$ cat config.mk
export PLATFORM = sky130hd
export DESIGN_NAME = reg_file_wb
export DESIGN_NICKNAME = d
export VERILOG_FILES = /design/src/rtl/reg_file_wb.sv
export SDC_FILE = /design/constraint.sdc
export NUM_CORES = 2
export LEC_CHECK = 0
export CORE_MARGIN = 2
export CORE_UTILIZATION = 68
export DETAILED_ROUTE_END_ITERATION = 10
export PLACE_DENSITY_LB_ADDON = 0.1
export SLEW_MARGIN = 5
export SYNTH_ARGS = -nofsm -noshare
export SYNTH_HDL_FRONTEND = slang
export SYNTH_SLANG_ARGS = --single-unit
export TNS_END_PERCENT = 30
$ cat constraint.sdc
create_clock -name Clk -period 8.6 [get_ports Clk]
set_clock_uncertainty 0.2 [all_clocks]
set_input_delay 1.72 -clock Clk [delete_from_list [all_inputs] [get_ports Clk]]
set_output_delay 1.72 -clock Clk [all_outputs]
set_load 0.005 [all_outputs]
$ cat src/rtl/reg_file_wb.sv
// reg_file_wb: register file at the receiving end of the write-back path.
// Two independent combinational read ports, one clocked write port, register 0
// hardwired to zero, and a saturating count of committed writes for bring-up.
// Optional feature: define REGFILE_BYPASS_EN to forward same-cycle write data
// to a read port whose index matches the write index (before the clock edge).
module reg_file_wb #(
  parameter int DATA_W = 32,
  parameter int ADDR_W = 5,
  parameter int CNT_W  = 16
) (
  input  logic              Clk,
  input  logic              Reset_n,
  input  logic              RegWrite,
  input  logic [ADDR_W-1:0] WriteReg,
  input  logic [DATA_W-1:0] WriteData_Reg,
  input  logic [ADDR_W-1:0] ReadReg1,
  input  logic [ADDR_W-1:0] ReadReg2,
  output logic [DATA_W-1:0] ReadData1,
  output logic [DATA_W-1:0] ReadData2,
  output logic [CNT_W-1:0]  WriteCount,
  output logic              WriteCountSat
);

  localparam int NUM_REGS = 2 ** ADDR_W;
  localparam logic [CNT_W-1:0] CNT_MAX = '1;

  logic [DATA_W-1:0] regs [NUM_REGS];

  // A write commits only when enabled and not aimed at the zero register.
  // An unknown RegWrite falls through the if below as "no write".
  logic commit;
  assign commit = RegWrite && (WriteReg != '0);

  // Array storage: cleared asynchronously, written on the rising edge.
  // Entry 0 is never written, so it stays at its reset value of zero.
  always_ff @(posedge Clk or negedge Reset_n) begin
    if (!Reset_n) begin
      regs <= '{default: '0};
    end else if (commit) begin
      regs[WriteReg] <= WriteData_Reg;
    end
  end

  // Committed-write counter: stops at all-ones, flag rises on the same edge.
  always_ff @(posedge Clk or negedge Reset_n) begin
    if (!Reset_n) begin
      WriteCount    <= '0;
      WriteCountSat <= 1'b0;
    end else if (commit && (WriteCount != CNT_MAX)) begin
      WriteCount    <= WriteCount + CNT_W'(1);
      WriteCountSat <= (WriteCount == CNT_MAX - CNT_W'(1));
    end
  end

`ifdef REGFILE_BYPASS_EN
  // Read ports with forwarding of the in-flight write; index 0 always reads 0.
  always_comb begin
    ReadData1 = regs[ReadReg1];
    ReadData2 = regs[ReadReg2];
    if (commit && (ReadReg1 == WriteReg)) ReadData1 = WriteData_Reg;
    if (commit && (ReadReg2 == WriteReg)) ReadData2 = WriteData_Reg;
    if (ReadReg1 == '0) ReadData1 = '0;
    if (ReadReg2 == '0) ReadData2 = '0;
  end
`else
  // Read ports return the array contents; a same-cycle write shows up after the edge.
  always_comb begin
    ReadData1 = regs[ReadReg1];
    ReadData2 = regs[ReadReg2];
    if (ReadReg1 == '0) ReadData1 = '0;
    if (ReadReg2 == '0) ReadData2 = '0;
  end
`endif

endmodule

# Word-level counts from Yosys, hierarchy flattened
# Index checks and enable logic that the tools add are counted.
op_classes:
  n_eq_ne: 2
  order_cmp: 4
  n_reduce_logical: 6
  mux: 11
  add_sub_neg: 1
  bitwise_logic: 3
op_table:
  columns: ["cell", "n"]
  rows:
  - ["1024-bit bitwise mux", 1]
  - ["32-bit binary-select mux with 5-bit select", 2]
  - ["32-bit two-way mux", 7]
  - ["32-bit demux with 5-bit select", 1]
  - ["6-bit >= comparator, second input constant", 3]
  - ["5-bit NOT with 6-bit output", 3]
  - ["16-bit by 1-bit adder with 16-bit output, second input constant", 1]
  - ["16-bit equality test, second input constant", 1]
  - ["16-bit != test, second input constant", 1]
  - ["5-bit logical NOT", 2]
  - ["6-bit by 1-bit < comparator with 1-bit output, second input constant", 1]
  - ["5-bit nonzero test", 1]
  - ["1-bit logical AND", 3]
totals:
  reg_bits: 1041
  inputBits: 50

# Logic depth before layout (Yosys ltp)
depth:
  ltp_word: 6
  depth_mapped: 10
  ltp_nobuf: 5

# Worst setup path after synthesis
# No wires, ideal clock.
synth_path:
  path_type: "input-to-output"
  start: "input port ReadReg2[0]"
  end: "output port ReadData2[1]"
  t_arrival_ns: 3.327
  cell_stages: 9
  setup_slack_ns: 3.353
  path_cell_list: "buf_4 buf_6 buf_6 buf_6 buf_2 mux2i_1 o22ai_1 a2111oi_0 nor3_1"
synth_via:
  elab_chain_len: 5
  word_cells_on_any_way: 6
  classes_between: "4 x mux; 1 x bitwise; 1 x reduce/logical"
synth_rtl:
  columns: ["item", "line_no", "source"]
  rows:
  - ["start: declaration", "17", "input logic [ADDR_W-1:0] ReadReg2,"]
  - ["5-bit NOT with 6-bit output (not written as such)", "69", "ReadData2 = regs[ReadReg2];"]
  - ["32-bit binary-select mux with 5-bit select", "69", null]
  - ["32-bit two-way mux (not written as such) (2 in series)", "69", null]
  - ["32-bit two-way mux (*)", "71", "if (ReadReg2 == '0) ReadData2 = '0;"]
  - ["end: declaration", "19", "output logic [DATA_W-1:0] ReadData2,"]
# Mark *: on every way between the ends. The rest lies on a longest branch, timed or not. The select of a mux whose other input is x is not followed.

# Worst setup path after layout
layout_path:
  start: "input port ReadReg2[2]"
  end: "output port ReadData2[20]"
# The elaborated chain is that of the path after synthesis.

==> flow_metrics.env <==
export IMPL_outcome="completed"
export IMPL_path_buf_inv=4
export IMPL_p_leak_nw=26.4
export IMPL_antenna_found_initial=9
export IMPL_slowest_delay_ps=910
export IMPL_layout_cells_non_filler=4803
export IMPL_num_io_pins=131
export IMPL_slowest_stage="nand3b_1"
export IMPL_ir_drop_mv=0.247
export IMPL_finalHoldViolations=0
export IMPL_syn_area_per_cell_um2=14.7
export IMPL_grt_pass1_wl_mm=257
export IMPL_path_max_fanout=70
export IMPL_grt_max_degree=182
export IMPL_r2r_setup_slack_ps=6270
export IMPL_rows=104
export IMPL_cts_buffer_depth=3
export IMPL_ctsResizeCount=0
export IMPL_setup_viol=0
export IMPL_post_cts_buffers=0
export IMPL_cts_root_buf="clkbuf_16"
export IMPL_synth_ff_type="dfrtp_1"
export IMPL_synth_area_um2=55200
export IMPL_wl_met2_mm=77.8
export IMPL_relSlewSlack_pct=13.4
export IMPL_die_area_um2=83500
export IMPL_clkTransAtPathRegs_ps=60
export IMPL_reg2reg_depth=5
export IMPL_crit_path_end="ReadData2[20]"
export IMPL_p_per_area_nw_per_um2=239
export IMPL_drc=0
export IMPL_vias=37267
export IMPL_cap_viol_max_count=0
export IMPL_synthTopCellsByCount="dfrtp_1 (1041), mux2_2 (1029), mux4_2 (397)"
export IMPL_min_path_cells=0
export IMPL_slew_viol_final=0
export IMPL_critical_path_startpoint="ReadReg2[2]"
export IMPL_synth_edf_count=0
export IMPL_drt_pass1_iter_count=8
export IMPL_ant_nets=0
export IMPL_ys_ff_latch=1041
export IMPL_endpoint_kind="output pin"
export IMPL_critPathArrivalTime_ps=5700
export IMPL_top_layer_used="met5"
export IMPL_grt_usage_pct=42.4
export IMPL_synthCells=3747
export IMPL_critical_path_depth=8
export IMPL_reg2reg_from="WriteCount[2]"
export IMPL_netlist_area_leader_share_pct=47.2
export IMPL_critPathKind="in -> out"
export IMPL_worstReg2RegEnd="WriteCount[3]"
export IMPL_wire_per_inst_um=36.2
export IMPL_place_inst=4600
export IMPL_yosysSeqAreaShare_pct=47.2
export IMPL_start_util_pct=68.7
export IMPL_area_growth_pct=9.78
export IMPL_dr_wl_met3_mm=22.3
export IMPL_htree_num_levels=3
export IMPL_path_cells="buf_6 -> nand3b_1 -> buf_4 -> buf_4 -> o221ai_1 -> a211oi_1 -> nor3_1 -> clkdlybuf4s50_1"
export IMPL_setup_tns_ps=0
export IMPL_synth_most_common_cell="dfrtp_1"
export IMPL_cts_buffers=109
export IMPL_drt_total_wl_mm=174
export IMPL_fin_crit_ps=7620
export IMPL_die_w_um=289
export IMPL_cts_tree="built"
export IMPL_tightest_slew_ps=1300
export IMPL_grt_pass1_vias=38564
export IMPL_start_kind="primary input"
export IMPL_drive_above_1_share_pct=47.2
export IMPL_yosys_top_cells_area="dfrtp_1 (47%), mux2_2 (21%), mux4_2 (16%)"
export IMPL_io_buffers=130
export IMPL_hpwlAfterDp_mm=101
export IMPL_core_area_um2=80400
export IMPL_final_net_count=3703
export IMPL_place_gp_congestion=0.868
export IMPL_grt_overflow_total=0
export IMPL_fin_crit_sh_pct=88.6
export IMPL_clock_sinks=1041
export IMPL_fp_dieH_um=289
export IMPL_crit_top_cell="buf_4"
export IMPL_async_flop_share_pct=100
export IMPL_yosysWarnings=0
export IMPL_m1WireLength_mm=62.8
export IMPL_worst_path_dominant_cell_family="buffers and inverters"
export IMPL_clk_latency_ps=680
export IMPL_synth_area_leader_cell="dfrtp_1"
export IMPL_hp_class="reg -> reg"
export IMPL_critPathRequiredTime_ps=6680
export IMPL_viasPerCell=7.76
export IMPL_synth_nets=3799
export IMPL_cts_hold_buf=0
export IMPL_max_freq_ghz=0.131
export IMPL_synth_distinct_cells=51
export IMPL_rsz0062_at_grt="false"
export IMPL_drt_initial_drc_count=4992
how the worst min path moves through the flow:
| stage | startpoint | to |
|---|---|---|
| after detailed placement | regs[1003] | regs[1003] |
| after global placement | regs[1004] | regs[1004] |
| after CTS | regs[1003] | regs[1003] |
| after global routing | regs[1022] | regs[1022] |
| final | regs[1022] | regs[1022] |
| after floorplan | regs[1003] | regs[1003] |
metrics by stage:
step           utilization [%]  setup slack, ps  hold slack [ps]  power, mW  instance area (um^2)
4_1_cts                   75.4             1230              197       14.4                 60600
2_1_floorplan                -             3350              241       8.53                 55200
3_5_place_dp              70.8             1180              185       9.60                 56900
5_1_grt                   75.4             1050              208       15.0                 60600
6_report                  75.4              977              206       14.5                 60600
3_3_place_gp              70.8             1270              178       9.36                 56900
layout by cell type, fill, tap and decap left out, drive strengths merged, types with 12 or more instances in the layout:
| cell | synthesis | layout |
|---|---|---|
| nor3 | 61 | 61 |
| nor2 | 21 | 21 |
| a22oi | 71 | 71 |
| dfrtp | 1041 | 1041 |
| mux2 | 1033 | 1033 |
| mux4 | 397 | 397 |
| clkdlybuf4s50 | 0 | 121 |
| nand2b | 17 | 17 |
| a32oi | 12 | 12 |
| xnor2 | 13 | 13 |
| nand2 | 35 | 35 |
| clkbuf | 237 | 150 |
| nand3 | 12 | 12 |
| clkinv | 0 | 34 |
| nor2b | 20 | 20 |
| mux2i | 275 | 275 |
| buf | 197 | 106 |
| o21ai | 14 | 14 |
| a22o | 50 | 50 |
| a21oi | 47 | 47 |
| a2111oi | 27 | 27 |
| o22ai | 47 | 47 |
| o221ai | 30 | 30 |
| a211oi | 33 | 33 |
sequential cells by signal, summed over array words and instances (netlist names):
| signal | flops |
|---|---|
| WriteCount | 16 |
| regs | 1024 |
| WriteCountSat | 1 |
logic make-up (layout without fill, tap and decap cells):
kind of cell / count (synthesis) / count (layout) / share of synthesized area (%)
muxes: 1705 / 1705 / 42.2
DFF: 1041 / 1041 / 47.2
buffers and inverters: 438 / 431 / 3.79
AOI/OAI and AO/OA: 347 / 347 / 4.64
and+or+nand+nor: 200 / 200 / 1.90
xor gates and xnor gates: 14 / 14 / 0.222
adders and majority gates: 2 / 2 / 0.0453
other: 0 / 3 / 0
power breakdown:
group	leakage, nW	switching [mW]	internal, mW	total, mW
clock network	1.84	2.01	2.85	4.86
registers	13.4	0.783	5.83	6.62
logic	11.2	1.25	1.76	3.01
layer usage:
layer	global-route usage (%)	vias to the layer above
met3	14.1	727
met1	56.7	19588
met4	22.7	10
met2	62.4	2669
met5	0	-
li1	-	14273
cell type report:
type | count | area (um^2)
Inverter | 4 | 15.0
Clock inverter | 50 | 510
Clock buffer | 150 | 3190
Sequential cell | 1041 | 26100
Antenna cell | 3 | 7.51
Tap cell | 1060 | 1330
Multi-Input combinational cell | 2268 | 27300
Fill cell | 4760 | 19800
Timing Repair Buffer | 227 | 2190
Power figures use the tool's default switching activity.
